File: config.mk
export PLATFORM = sky130hd
export DESIGN_NAME = snake_step_controller
export DESIGN_NICKNAME = d
export VERILOG_FILES = /design/src/rtl/snake_step_controller.sv
export SDC_FILE = /design/constraint.sdc
export NUM_CORES = 1
export LEC_CHECK = 0
export BUFFER_PORTS_ARGS = -buffer_cell sky130_fd_sc_hd__buf_2
export CORE_AREA = 4 4 352 354
export DETAILED_ROUTE_END_ITERATION = 10
export DIE_AREA = 0 0 356 358
export GPL_ROUTABILITY_DRIVEN = 0
export PLACE_DENSITY = 0.58
export SLEW_MARGIN = 40
export SYNTH_ARGS = -nofsm -noshare
export SYNTH_HDL_FRONTEND = slang
export SYNTH_SLANG_ARGS = --single-unit
File: constraint.sdc
create_clock -name clk -period 24.3 [get_ports clk]
set_input_delay 4.86 -clock clk [delete_from_list [all_inputs] [get_ports clk]]
set_output_delay 4.86 -clock clk [all_outputs]
set_load 0.01 [all_outputs]
File: src/rtl/snake_step_controller.sv
// snake_step_controller
//
// Runs one snake game step per tick in two probe phases against an external
// combinational collision detector, then commits the move. It owns the snake
// state (body slots, length, food cell, direction), which the detector and the
// renderer read.
//
//   PROBE_WALL : detector sees the current head and the current direction
//   PROBE_BODY : detector sees the candidate head and the reverse direction
//   UPDATE     : body shift, optional growth, food-respawn request
//   WAIT_FOOD  : holds spawn_req until the spawner answers with spawn_valid
//
// Ports
//   clk, rst          clock, synchronous active-high reset
//   start             level; leaves IDLE or OVER (OVER also reloads state)
//   tick              one-cycle step strobe, honoured only in RUN
//   dir_req           requested direction: 00 up, 01 right, 10 down, 11 left
//   pause             freeze request (only with SNAKE_PAUSE_EN)
//   det_collision     detector collision result, same cycle
//   det_food_eaten    detector food result, same cycle
//   spawn_valid/pos   new food position from the spawner
//   det_head/det_dir  head and direction presented to the detector
//   snake_head        committed head (slot 0)
//   snake_body_flat   slot i at [i*POS_BITS +: POS_BITS]
//   snake_length      live slots, 1..MAX_LEN
//   food_pos          current food cell
//   spawn_req         held high until spawn_valid
//   busy              high while a step is in progress
//   game_over         high in OVER
//   score             snake_length - 1
//
// Build option
//   SNAKE_PAUSE_EN    when defined, pause blocks tick and direction latching
//                     in RUN; otherwise pause is ignored.

module snake_step_controller #(
    parameter int MAX_LEN   = 64,
    parameter int POS_BITS  = 13,
    parameter int GRID_W    = 100,
    parameter int GRID_H    = 75,
    parameter int START_POS = 3750,
    parameter int FOOD_INIT = 3760
) (
    input  logic                         clk,
    input  logic                         rst,
    input  logic                         start,
    input  logic                         tick,
    input  logic [1:0]                   dir_req,
    input  logic                         pause,
    input  logic                         det_collision,
    input  logic                         det_food_eaten,
    input  logic                         spawn_valid,
    input  logic [POS_BITS-1:0]          spawn_pos,
    output logic [POS_BITS-1:0]          det_head,
    output logic [1:0]                   det_dir,
    output logic [POS_BITS-1:0]          snake_head,
    output logic [MAX_LEN*POS_BITS-1:0]  snake_body_flat,
    output logic [6:0]                   snake_length,
    output logic [POS_BITS-1:0]          food_pos,
    output logic                         spawn_req,
    output logic                         busy,
    output logic                         game_over,
    output logic [6:0]                   score
);

    typedef enum logic [2:0] {
        S_IDLE,
        S_RUN,
        S_PROBE_WALL,
        S_PROBE_BODY,
        S_UPDATE,
        S_WAIT_FOOD,
        S_OVER
    } state_t;

    localparam logic [6:0]          MAX_LEN_L   = 7'(MAX_LEN);
    localparam logic [POS_BITS-1:0] START_L     = POS_BITS'(START_POS);
    localparam logic [POS_BITS-1:0] FOOD_L      = POS_BITS'(FOOD_INIT);
    localparam logic [POS_BITS-1:0] ROW_STEP    = POS_BITS'(GRID_W);
    localparam logic [POS_BITS-1:0] COL_STEP    = POS_BITS'(1);
    // Grid height only matters to the detector's wall test.
    localparam int                  unused_grid_cells = GRID_W * GRID_H;

    state_t                state_q;
    logic [1:0]            dir_q;
    logic [POS_BITS-1:0]   body_q [MAX_LEN];
    logic [6:0]            len_q;
    logic [POS_BITS-1:0]   food_q;
    logic [POS_BITS-1:0]   next_head_q;
    logic [POS_BITS-1:0]   next_head_d;
    logic                  grow_q;
    logic                  spawn_req_q;
    logic                  busy_q;
    logic                  over_q;
    logic                  run_hold;
    logic                  dir_reject;

`ifdef SNAKE_PAUSE_EN
    assign run_hold = pause;
`else
    logic pause_unused;
    assign pause_unused = pause;
    assign run_hold     = 1'b0;
`endif

    // Reversal onto the own neck is refused once there is a neck.
    assign dir_reject = (len_q > 7'd1) && (dir_req == (dir_q ^ 2'b10));

    // Only consumed after the wall probe has cleared, so no wrap can occur.
    always_comb begin
        next_head_d = body_q[0];
        case (dir_q)
            2'b00:   next_head_d = body_q[0] - ROW_STEP;
            2'b01:   next_head_d = body_q[0] + COL_STEP;
            2'b10:   next_head_d = body_q[0] + ROW_STEP;
            default: next_head_d = body_q[0] - COL_STEP;
        endcase
    end

    always_ff @(posedge clk) begin
        if (rst) begin
            state_q <= S_IDLE;
            for (int unsigned i = 0; i < MAX_LEN; i++) body_q[i] <= '0;
            body_q[0]   <= START_L;
            len_q       <= 7'd1;
            food_q      <= FOOD_L;
            dir_q       <= 2'b01;
            next_head_q <= '0;
            grow_q      <= 1'b0;
            spawn_req_q <= 1'b0;
            busy_q      <= 1'b0;
            over_q      <= 1'b0;
        end else begin
            case (state_q)
                S_IDLE: begin
                    if (start) state_q <= S_RUN;
                end

                S_RUN: begin
                    if (!run_hold) begin
                        if (!dir_reject) dir_q <= dir_req;
                        if (tick) begin
                            state_q <= S_PROBE_WALL;
                            busy_q  <= 1'b1;
                        end
                    end
                end

                S_PROBE_WALL: begin
                    if (det_collision) begin
                        state_q <= S_OVER;
                        busy_q  <= 1'b0;
                        over_q  <= 1'b1;
                    end else begin
                        next_head_q <= next_head_d;
                        state_q     <= S_PROBE_BODY;
                    end
                end

                S_PROBE_BODY: begin
                    if (det_collision) begin
                        state_q <= S_OVER;
                        busy_q  <= 1'b0;
                        over_q  <= 1'b1;
                    end else begin
                        grow_q  <= det_food_eaten;
                        state_q <= S_UPDATE;
                    end
                end

                S_UPDATE: begin
                    for (int unsigned i = 1; i < MAX_LEN; i++) body_q[i] <= body_q[i-1];
                    body_q[0] <= next_head_q;
                    if (grow_q) begin
                        // Food at full length is eaten without growing.
                        if (len_q < MAX_LEN_L) len_q <= len_q + 7'd1;
                        spawn_req_q <= 1'b1;
                        state_q     <= S_WAIT_FOOD;
                    end else begin
                        state_q <= S_RUN;
                        busy_q  <= 1'b0;
                    end
                end

                S_WAIT_FOOD: begin
                    if (spawn_valid && spawn_req_q) begin
                        food_q      <= spawn_pos;
                        spawn_req_q <= 1'b0;
                        state_q     <= S_RUN;
                        busy_q      <= 1'b0;
                    end
                end

                S_OVER: begin
                    if (start) begin
                        for (int unsigned i = 0; i < MAX_LEN; i++) body_q[i] <= '0;
                        body_q[0]   <= START_L;
                        len_q       <= 7'd1;
                        food_q      <= FOOD_L;
                        dir_q       <= 2'b01;
                        grow_q      <= 1'b0;
                        spawn_req_q <= 1'b0;
                        over_q      <= 1'b0;
                        state_q     <= S_RUN;
                    end
                end

                default: state_q <= S_IDLE;
            endcase
        end
    end

    // The body probe looks back along the move so the old head, which is
    // always in-grid, is what the wall test sees.
    always_comb begin
        det_head = body_q[0];
        det_dir  = dir_q;
        if (state_q == S_PROBE_BODY) begin
            det_head = next_head_q;
            det_dir  = dir_q ^ 2'b10;
        end
    end

    always_comb begin
        snake_body_flat = '0;
        for (int unsigned i = 0; i < MAX_LEN; i++)
            snake_body_flat[i*POS_BITS +: POS_BITS] = body_q[i];
    end

    assign snake_head   = body_q[0];
    assign snake_length = len_q;
    assign food_pos     = food_q;
    assign spawn_req    = spawn_req_q;
    assign busy         = busy_q;
    assign game_over    = over_q;
    assign score        = len_q - 7'd1;

endmodule

Word-level counts from Yosys, hierarchy flattened
Memories as Yosys holds them, arrays and structs flattened.
Index checks and enable logic that the tools add are counted.
W data, S select, Z words.
{ "totals": {"latch_bits": 0, "word_cells": 362, "regBits": 42, "mem_bits_ro": 0, "n_memories": 1, "ram_bits": 832, "output_inout_bits": 890, "in_bits": 23} }
{ "op_classes": {"n_div": 0, "addsub": 6, "n_mul": 0, "bitwise": 132, "eq_ne": 19, "mux": 171, "n_reduce_logical": 22, "order_cmp": 2, "shift": 0} }
{ "mem_list": {"columns": ["memory", "depth", "width", "rd", "rd_clocked_by_memory_dff", "write_ports", "line", "rtl"], "rows": [
  ["body_q", 64, 13, 64, 0, 64, "86", "logic [POS_BITS-1:0] body_q [MAX_LEN];"]
]} }
{ "op_table": {"columns": ["cell", "n"], "rows": [
  ["$mux W13", 133],
  ["$or A1 B1 Y1", 130],
  ["$pmux W13 S3", 1],
  ["$pmux W13 S2", 1],
  ["$mux W7", 3],
  ["$pmux W3 S6", 1],
  ["$mux W1", 17],
  ["$ne A2 B2 Y1 const B", 8],
  ["$mux W3", 5],
  ["$reduce_and A3 Y1", 5],
  ["$pmux W7 S2", 1],
  ["$add A13 B1 Y13 const B", 1],
  ["$add A13 B7 Y13 const B", 1],
  ["$sub A13 B1 Y13 const B", 1],
  ["$sub A13 B7 Y13 const B", 1],
  ["$reduce_bool A2 Y1", 5],
  ["$eq A3 B3 Y1 const B", 3],
  ["$mux W2", 4],
  ["$reduce_and A4 Y1", 2],
  ["$add A7 B1 Y7 const B", 1],
  ["$gt A7 B1 Y1 const B", 1],
  ["$lt A7 B7 Y1 const B", 1],
  ["$sub A7 B1 Y7 const B", 1],
  ["$eq A3 B2 Y1 const B", 2],
  ["other kinds (18)", 23]
]} }

Depth between registers and ports, before layout
Gate-level depths: netlist of run 1.
{ "depth": {"depth_word": 7, "depth_mapped": 11, "mapped_depth_nobuf": 10} }

Worst setup path before layout of run 1
Ideal clock, no wire load.
{ "synth_path": {"kind": "input-to-reg", "startpoint": "in start", "endpoint": "mem body_q[7][9], in the netlist body_q[0][100], enable pin", "cell_stages": 4, "arrival_time_ns": 11.976, "path_slack_ns": 9.414, "required_ns": 21.390, "setup_ns": 2.910, "n_path_buf": 0, "cell_sequence": "inv_1 nor3_2 a21oi_1 nand2_1"} }
{ "synth_rtl": {"columns": ["item", "line", "rtl"], "rows": [
  ["from (decl)", "46", "input logic start,"],
  ["to (decl)", "86", null]
]} }

==> results.json, run 1 <==
{
  "outcome": "completed",
  "end_kind": "register",
  "p_leak_nw": 17.2,
  "drive_gt1_share_pct": 27.4,
  "fmax_mhz": 131,
  "n_fill_cell": 12400,
  "ctsHoldBuffers": 0,
  "vias_per_cell": 4.46,
  "port_buffers": 911,
  "grt.overflow.total": 0,
  "crit_type": "primary input to register",
  "ys_ff_latch": 874,
  "fin_util_pct": 34.5,
  "cp_data_required_time_ps": 24840,
  "max-clock-path-buffers": 3,
  "async_flop_share_pct": 0,
  "nets": 3975,
  "synth_edf_count": 403,
  "synth_area_um2": 32600,
  "cts_num_sinks": 874,
  "clk_latency_ps": 680,
  "irDropWorstVdd_mv": 0.0511,
  "syn_nets": 3165,
  "cts_tree": "yes",
  "detail_route.first_pass.iterations": 6,
  "cts-root-buf": "clkbuf_16",
  "powerDensity_nw_per_um2": 87.1,
  "cts.repair.resized": 0,
  "syn2layout_area_growth_pct": 28.1,
  "start_util_pct": 26.9,
  "dieArea_um2": 127000,
  "first_global_vias": 22800,
  "drt_wl_total_um": 111000,
  "chipWidth_um": 356,
  "power_frac_comb_pct": 13.2,
  "period_share_pct": 31.5,
  "p_int_w": 0.00263,
  "power_frac_seq_pct": 47.4,
  "numCtsBuffers": 96,
  "clk_pin_slew_worst_paths_ps": 60,
  "drc": 0,
  "finalSetupTns_ps": 0,
  "worstPathArrival_ps": 8180,
  "ioPinCount": 913,
  "synth_cell_types": 59,
  "rsz0062_at_grt": "no",
  "h-tree-depth": 3,
  "switching_share_pct": 27.7,
  "min_path_type": "register to register",
  "worst_pin_slew_ps": 841,
  "post-cts-setup-buffers": 0,
  "avgSynthCellArea_um2": 10.5,
  "dieHeight_um": 358,
  "yosysTopAreaCell": "edfxtp_1",
  "cp-start-kind": "primary input",
  "drtAntennaViolNets": 0,
  "relSlewSlack_pct": 43.9,
  "drt_iter0_drc": 2419,
  "finalPower_w": 0.00363,
  "clkPwrFrac_pct": 39.5,
  "synth_cells": 3118,
  "worstPathMaxFanout": 139,
  "synth.yosys.seq_area_share_pct": 66.1,
  "maxCapViolCount": 0,
  "synth_area_leaders": "edfxtp_1 (37%), dfxtp_1 (29%), nand2_1 (10%)",
  "grt_usage_pct": 16.2,
  "design_area_um2": 41700,
  "antenna_found_initial": 5,
  "num_vias": 25100,
  "fp-row-count": 128,
  "clock_skew_ps": 27.0,
  "post_dp_cell_area_um2": 38500,
  "finalSetupViolations": 0,
  "synth_warnings": 0,
  "synth_top_area_share_pct": 37.1,
  "coreArea_um2": 121000,
  "hold_viol": 0,
  "slew_viol_final": 0,
  "wire_per_inst_um": 19.6,
  "period_minus_slack_ps": 7650,
  "hpwl_um": 80200,
  "grt_max_degree": 212,
  "ys.flop_type": "dfxtp_1",
  "power.switching_w": 0.00101,
  "grt_pass1_wl_um": 155000
}
synth_stat cells (all sizes together) (2+ instances only):
| master | count |
|---|---|
| a2111oi | 2 |
| or3 | 3 |
| nand2b | 7 |
| o22ai | 3 |
| o21bai | 8 |
| a31oi | 3 |
| o211ai | 2 |
| and3 | 4 |
| nand2 | 895 |
| dfxtp | 471 |
| nand4 | 3 |
| o21ai | 15 |
| mux2i | 5 |
| mux2 | 13 |
| buf | 71 |
| fa | 2 |
| edfxtp | 403 |
| ha | 22 |
| a311oi | 2 |
| and2 | 402 |
| nand3b | 2 |
| xnor2 | 20 |
| a21oi | 456 |
| xor2 | 12 |
| a21o | 10 |
| inv | 13 |
| nor2 | 49 |
| o21a | 5 |
| clkbuf | 151 |
| a211oi | 11 |
| nand3 | 18 |
| nor3 | 19 |
final cells by class:
| class | count | area (µm²) | share of cell area (%) |
|---|---|---|---|
| Timing Repair Buffer | 934 | 4930 | 11.8 |
| Tap cell | 1625 | 2030 | 4.87 |
| Antenna cell | 4 | 10.0 | 0.0240 |
| Inverter | 13 | 51.3 | 0.123 |
| Multi-Input combinational cell | 2009 | 10100 | 24.1 |
| Clock buffer | 144 | 2750 | 6.59 |
| Sequential cell | 874 | 21500 | 51.6 |
| Clock inverter | 30 | 355 | 0.851 |
cell families after synthesis:
group	Yosys count	synth area share, %
xor gates and xnor gates	32	0.860
adders and majority gates	24	0.967
DFF	874	66.1
AOI/OAI and AO/OA	525	8.55
muxes	18	0.603
buffers and inverters	235	3.18
and+or+nand+nor	1410	19.8
worst paths after layout:
check	startpoint	to	slack, ps	depth (start not counted)
hold reg to reg	body_q[1][216]$_SDFFE_PP0P_	body_q[1][229]$_SDFFE_PP0P_	450	2
hold / removal	body_q[1][216]$_SDFFE_PP0P_	body_q[1][229]$_SDFFE_PP0P_	450	2
setup reg to reg	state_q[2]$_SDFFE_PP0P_	body_q[0][307]$_SDFFCE_PP0P_	19780	7
setup / recovery	rst	body_q[0][307]$_SDFFCE_PP0P_	16650	7
state kept, by name (all words and copies together), names as in the netlist:
signal / flops
busy: 1
body_q: 832
snake_length: 7
game_over: 1
state_q: 3
next_head_q: 13
grow_q: 1
food_pos: 13
dir_q: 2
spawn_req: 1
metrics by stage:
stage                     hold WS, ps  cells  setup WS, ps
after floorplan                   443   3118          9410
after global placement            437   5450         15210
after detailed placement          441   5452         15750
after CTS                         453   5626         16510
after global routing              468   5629         16410
final                             452   5633         16650
worst max-delay path: stages:
cell and delay (ps):
buf_2 210, buf_4 290, nor2_4 510, buf_6 680, buf_6 580, buf_6 640, and2_1 230
cell usage in the layout, fill, tap and decap left out, types with 11 or more instances in the layout:
cell type and n:
a21oi_1 455, and2_1 402, buf_2 911, clkbuf_1 31
clkbuf_16 96, clkbuf_8 17, dfxtp_1 470, edfxtp_1 403
ha_1 22, inv_1 11, mux2_2 13, nand2_1 893
nand3_1 18, nor2_1 48, nor3_1 17, o21ai_0 15
xnor2_1 20, xor2_1 12
power groups by stage:
stage,Sequential [W],Combinational [W],Clock (W)
floorplan,0.00181,0.000253,0
global placement,0.00175,0.000470,0
detailed placement,0.00175,0.000475,0
CTS,0.00172,0.000476,0.00147
global route,0.00173,0.000518,0.00153
finish,0.00172,0.000479,0.00143
routing by layer:
layer,track usage (%),up-vias,wire length (µm)
li1,-,12000,-
met1,19.7,12100,43700
met2,26.6,891,53500
met3,4.86,196,8830
met4,6.55,0,4440
met5,0,-,0
No activity file was read; power rests on OpenSTA's default activity.
==> run 2, diff against run 1 <==
--- a/config.mk
+++ b/config.mk
@@ -5,12 +5,13 @@
 export SDC_FILE = /design/constraint.sdc
 export NUM_CORES = 1
 export LEC_CHECK = 0
+export ABC_AREA = 1
 export BUFFER_PORTS_ARGS = -buffer_cell sky130_fd_sc_hd__buf_2
-export CORE_AREA = 4 4 352 354
+export CORE_AREA = 4 4 356 358
 export DETAILED_ROUTE_END_ITERATION = 10
-export DIE_AREA = 0 0 356 358
+export DIE_AREA = 0 0 360 362
 export GPL_ROUTABILITY_DRIVEN = 0
-export PLACE_DENSITY = 0.58
+export PLACE_DENSITY = 0.59
 export SLEW_MARGIN = 40
 export SYNTH_ARGS = -nofsm -noshare
 export SYNTH_HDL_FRONTEND = slang
==> constraint.sdc (replaced) <==
create_clock -name clk -period 6.25 [get_ports clk]
set_input_delay 1.25 -clock clk [delete_from_list [all_inputs] [get_ports clk]]
set_output_delay 1.25 -clock clk [all_outputs]
set_load 0.01 [all_outputs]
==> run 2 against run 1 <==
Effect of this change:
- via count up 7.5%
- global-route usage up 0.83 points
- first-iteration DRC count up 1.2%
- sequential power rose to 3.9 times the previous value
- combinational power rose to 4.5 times the previous value
- sequential share of layout area down 0.85 points
- non-clock buffer count up 15
- power rose to 4.0 times the previous value
- critical endpoint is now body_q[0][241]$_SDFFCE_PP0P_
==> results.json, run 2 <==
{
  "drc": 0,
  "worstHoldStart": "body_q[1][404]$_SDFFE_PP0P_",
  "end_kind": "register",
  "dieHeight_um": 362,
  "cp_data_required_time_ps": 6580,
  "hold_viol": 0,
  "worstHoldPathCells": 2,
  "rsz0062_at_grt": "no",
  "grt_usage_pct": 17.0,
  "yosysTopAreaCell": "edfxtp_1",
  "fp-row-count": 129,
  "critPathSlowestCell": "buf_2",
  "r2r_setup_slack_ps": 2940,
  "syn2layout_area_growth_pct": 27.2,
  "port_buffers": 911,
  "min_path_type": "register to register",
  "chipWidth_um": 360,
  "outcome": "completed",
  "synth_edf_count": 403,
  "relSlewSlack_pct": 43.3,
  "synth.yosys.seq_area_share_pct": 64.5,
  "syn_nets": 3654,
  "timing.rr.end": "next_head_q[9]$_SDFFE_PP0P_",
  "numCtsBuffers": 96,
  "largest_register_ffs": 832,
  "mostFrequentLayoutCell": "buf_2",
  "synth_top_area_share_pct": 36.3,
  "antenna_found_initial": 5,
  "largest-register": "body_q",
  "hold_end": "body_q[1][404]$_SDFFE_PP0P_",
  "finalSetupTns_ps": 0,
  "clk_latency_ps": 670,
  "path_cells": "buf_2 > inv_2 > nand2_8 > inv_1 > nand2_8 > buf_12",
  "cp-start-kind": "primary input",
  "synth_most_common_cell": "nand2_1",
  "post-cts-setup-buffers": 0,
  "cts_num_sinks": 874,
  "worstPathMaxFanout": 77,
  "synth_cell_types": 42,
  "grt_pass1_wl_um": 169000,
  "cp_top_family": "buffers and inverters",
  "drt_iter0_drc": 2447,
  "irDropWorstVdd_mv": 0.221,
  "grt.overflow.total": 0,
  "detail_route.first_pass.iterations": 7,
  "hpwl_um": 85100,
  "start_util_pct": 27.1,
  "first_global_vias": 25600,
  "drive_gt1_share_pct": 24.6,
  "worst_pin_slew_ps": 850,
  "nets": 4483,
  "ys_ff_latch": 874,
  "synth_top_cells_by_count": "nand2_1 (898), a21oi_1 (473), dfxtp_1 (471)",
  "coreArea_um2": 123000,
  "h-tree-depth": 3,
  "grt_util_met3_pct": 4.46,
  "ctsHoldBuffers": 0,
  "crit_top_cell": "nand2_8",
  "r2r_start": "dir_q[0]$_SDFFE_PP1P_",
  "ys.flop_type": "dfxtp_1",
  "ioPinCount": 913,
  "path_buf_inv": 4,
  "met1_usage_pct": 21.6,
  "async_flop_share_pct": 0,
  "max-clock-path-buffers": 3,
  "final_cell_mix": "buf_2 (911), nand2_1 (897), a21oi_1 (473)",
  "synth_area_leaders": "edfxtp_1 (36%), dfxtp_1 (28%), nand2_1 (10%)",
  "cts-root-buf": "clkbuf_16",
  "cts_tree": "yes",
  "dieArea_um2": 130000,
  "fmax_mhz": 274,
  "period_share_pct": 58.3,
  "whs_ps": 460,
  "multi_input_area_um2": 9020,
  "p_leak_nw": 18.2,
  "maxCapViolCount": 0,
  "clock_skew_ps": 24.1,
  "cp_slowest_stage_delay_ps": 620,
  "drtAntennaViolNets": 0,
  "powerDensity_nw_per_um2": 340,
  "grt_use_met2_pct": 27.2,
  "seqCellArea_um2": 21500,
  "synth_area_um2": 33400,
  "design_area_um2": 42400,
  "vias_per_cell": 4.39,
  "post_dp_cell_area_um2": 39400,
  "crit_type": "primary input to register",
  "clk_pin_slew_worst_paths_ps": 60,
  "grt_max_degree": 162,
  "period_minus_slack_ps": 3640,
  "wire_per_inst_um": 18.9,
  "worstPathArrival_ps": 3970,
  "num_vias": 27000,
  "avgSynthCellArea_um2": 9.25,
  "synth_warnings": 0,
  "reg2reg_depth": 14,
  "slew_viol_final": 0,
  "gr-max-usage-layer": "met2",
  "drt_wl_total_um": 116000,
  "cts.repair.resized": 0,
  "n_fill_cell": 12800,
  "finalSetupViolations": 0,
  "synth_cells": 3607
}
==> run 2: changes by cell type in the layout (fill, tap and decap cells not counted), sizes merged, moves of 10 or more <==
| cell | delta |
|---|---|
| nand3 | +61 |
| and2 | -401 |
| nor3 | -10 |
| inv | +441 |
| buf | +15 |
| a21oi | +17 |
| o21ai | +55 |
| mux2 | -13 |
| nand2 | +10 |
| xnor2 | -17 |
| a21o | -10 |
| nor2 | +408 |
==> run 2: cell families (layout without fill, tap and decap cells) <==
group,Yosys count,count (layout),synth area share [%]
fa+ha+maj,24,24,0.945
buf+inv,674,1573,8.53
other cells,0,7,0
compound gates,563,563,8.61
flops,874,874,64.5
simple gates,1460,1460,17.1
xor+xnor,12,12,0.315
==> run 2: how the worst max path moves through the flow <==
stage / start / endpoint / depth (start not counted)
after floorplan: rst / body_q[0][100]$_SDFFCE_PP0P_ / 5
after global placement: rst / body_q[0][234]$_SDFFCE_PP0P_ / 6
after detailed placement: rst / body_q[0][251]$_SDFFCE_PP0P_ / 6
after CTS: rst / body_q[0][253]$_SDFFCE_PP0P_ / 6
after global routing: rst / body_q[0][276]$_SDFFCE_PP0P_ / 6
final: rst / body_q[0][241]$_SDFFCE_PP0P_ / 6
==> run 2: tightest hold or removal path, cell delays in order (launching register included) <==
cell,delay [ps]
dfxtp_1,300
nand2_1,60
a21oi_1,50
==> run 2: stage by stage <==
stage	power (W)	setup slack [ps]	instances	util (%)
final	0.0144	2610	6150	34.4
after global routing	0.0151	2480	6145	34.4
after CTS	0.0146	2660	6141	34.4
after detailed placement	0.00905	1940	5973	31.9
after global placement	0.00903	1950	5971	31.9
after floorplan	0.00814	1400	3607	-
==> run 2: where the power goes <==
group / switching, W / internal (W) / leakage (nW)
Clock: 0.00231 / 0.00318 / 1.46
Combinational: 0.00150 / 0.000639 / 8.72
Sequential: 0.000305 / 0.00648 / 7.98
==> run 2: layout make-up <==
class,instances,share of cell area (%)
sequential,874,50.7
multi-input combinational,2059,21.3
timing repair buffer,949,12.0
clock buffer,137,6.40
tap,1637,4.83
inverter,456,4.06
clock inverter,31,0.681
antenna,7,0.0413
==> run 2: per-layer routing <==
| metal | up-vias | share of wire (%) |
|---|---|---|
| met5 | - | 0.010 |
| met4 | 2 | 4.6 |
| met3 | 241 | 7.4 |
| met2 | 990 | 47 |
| met1 | 12700 | 41 |
| li1 | 13100 | - |
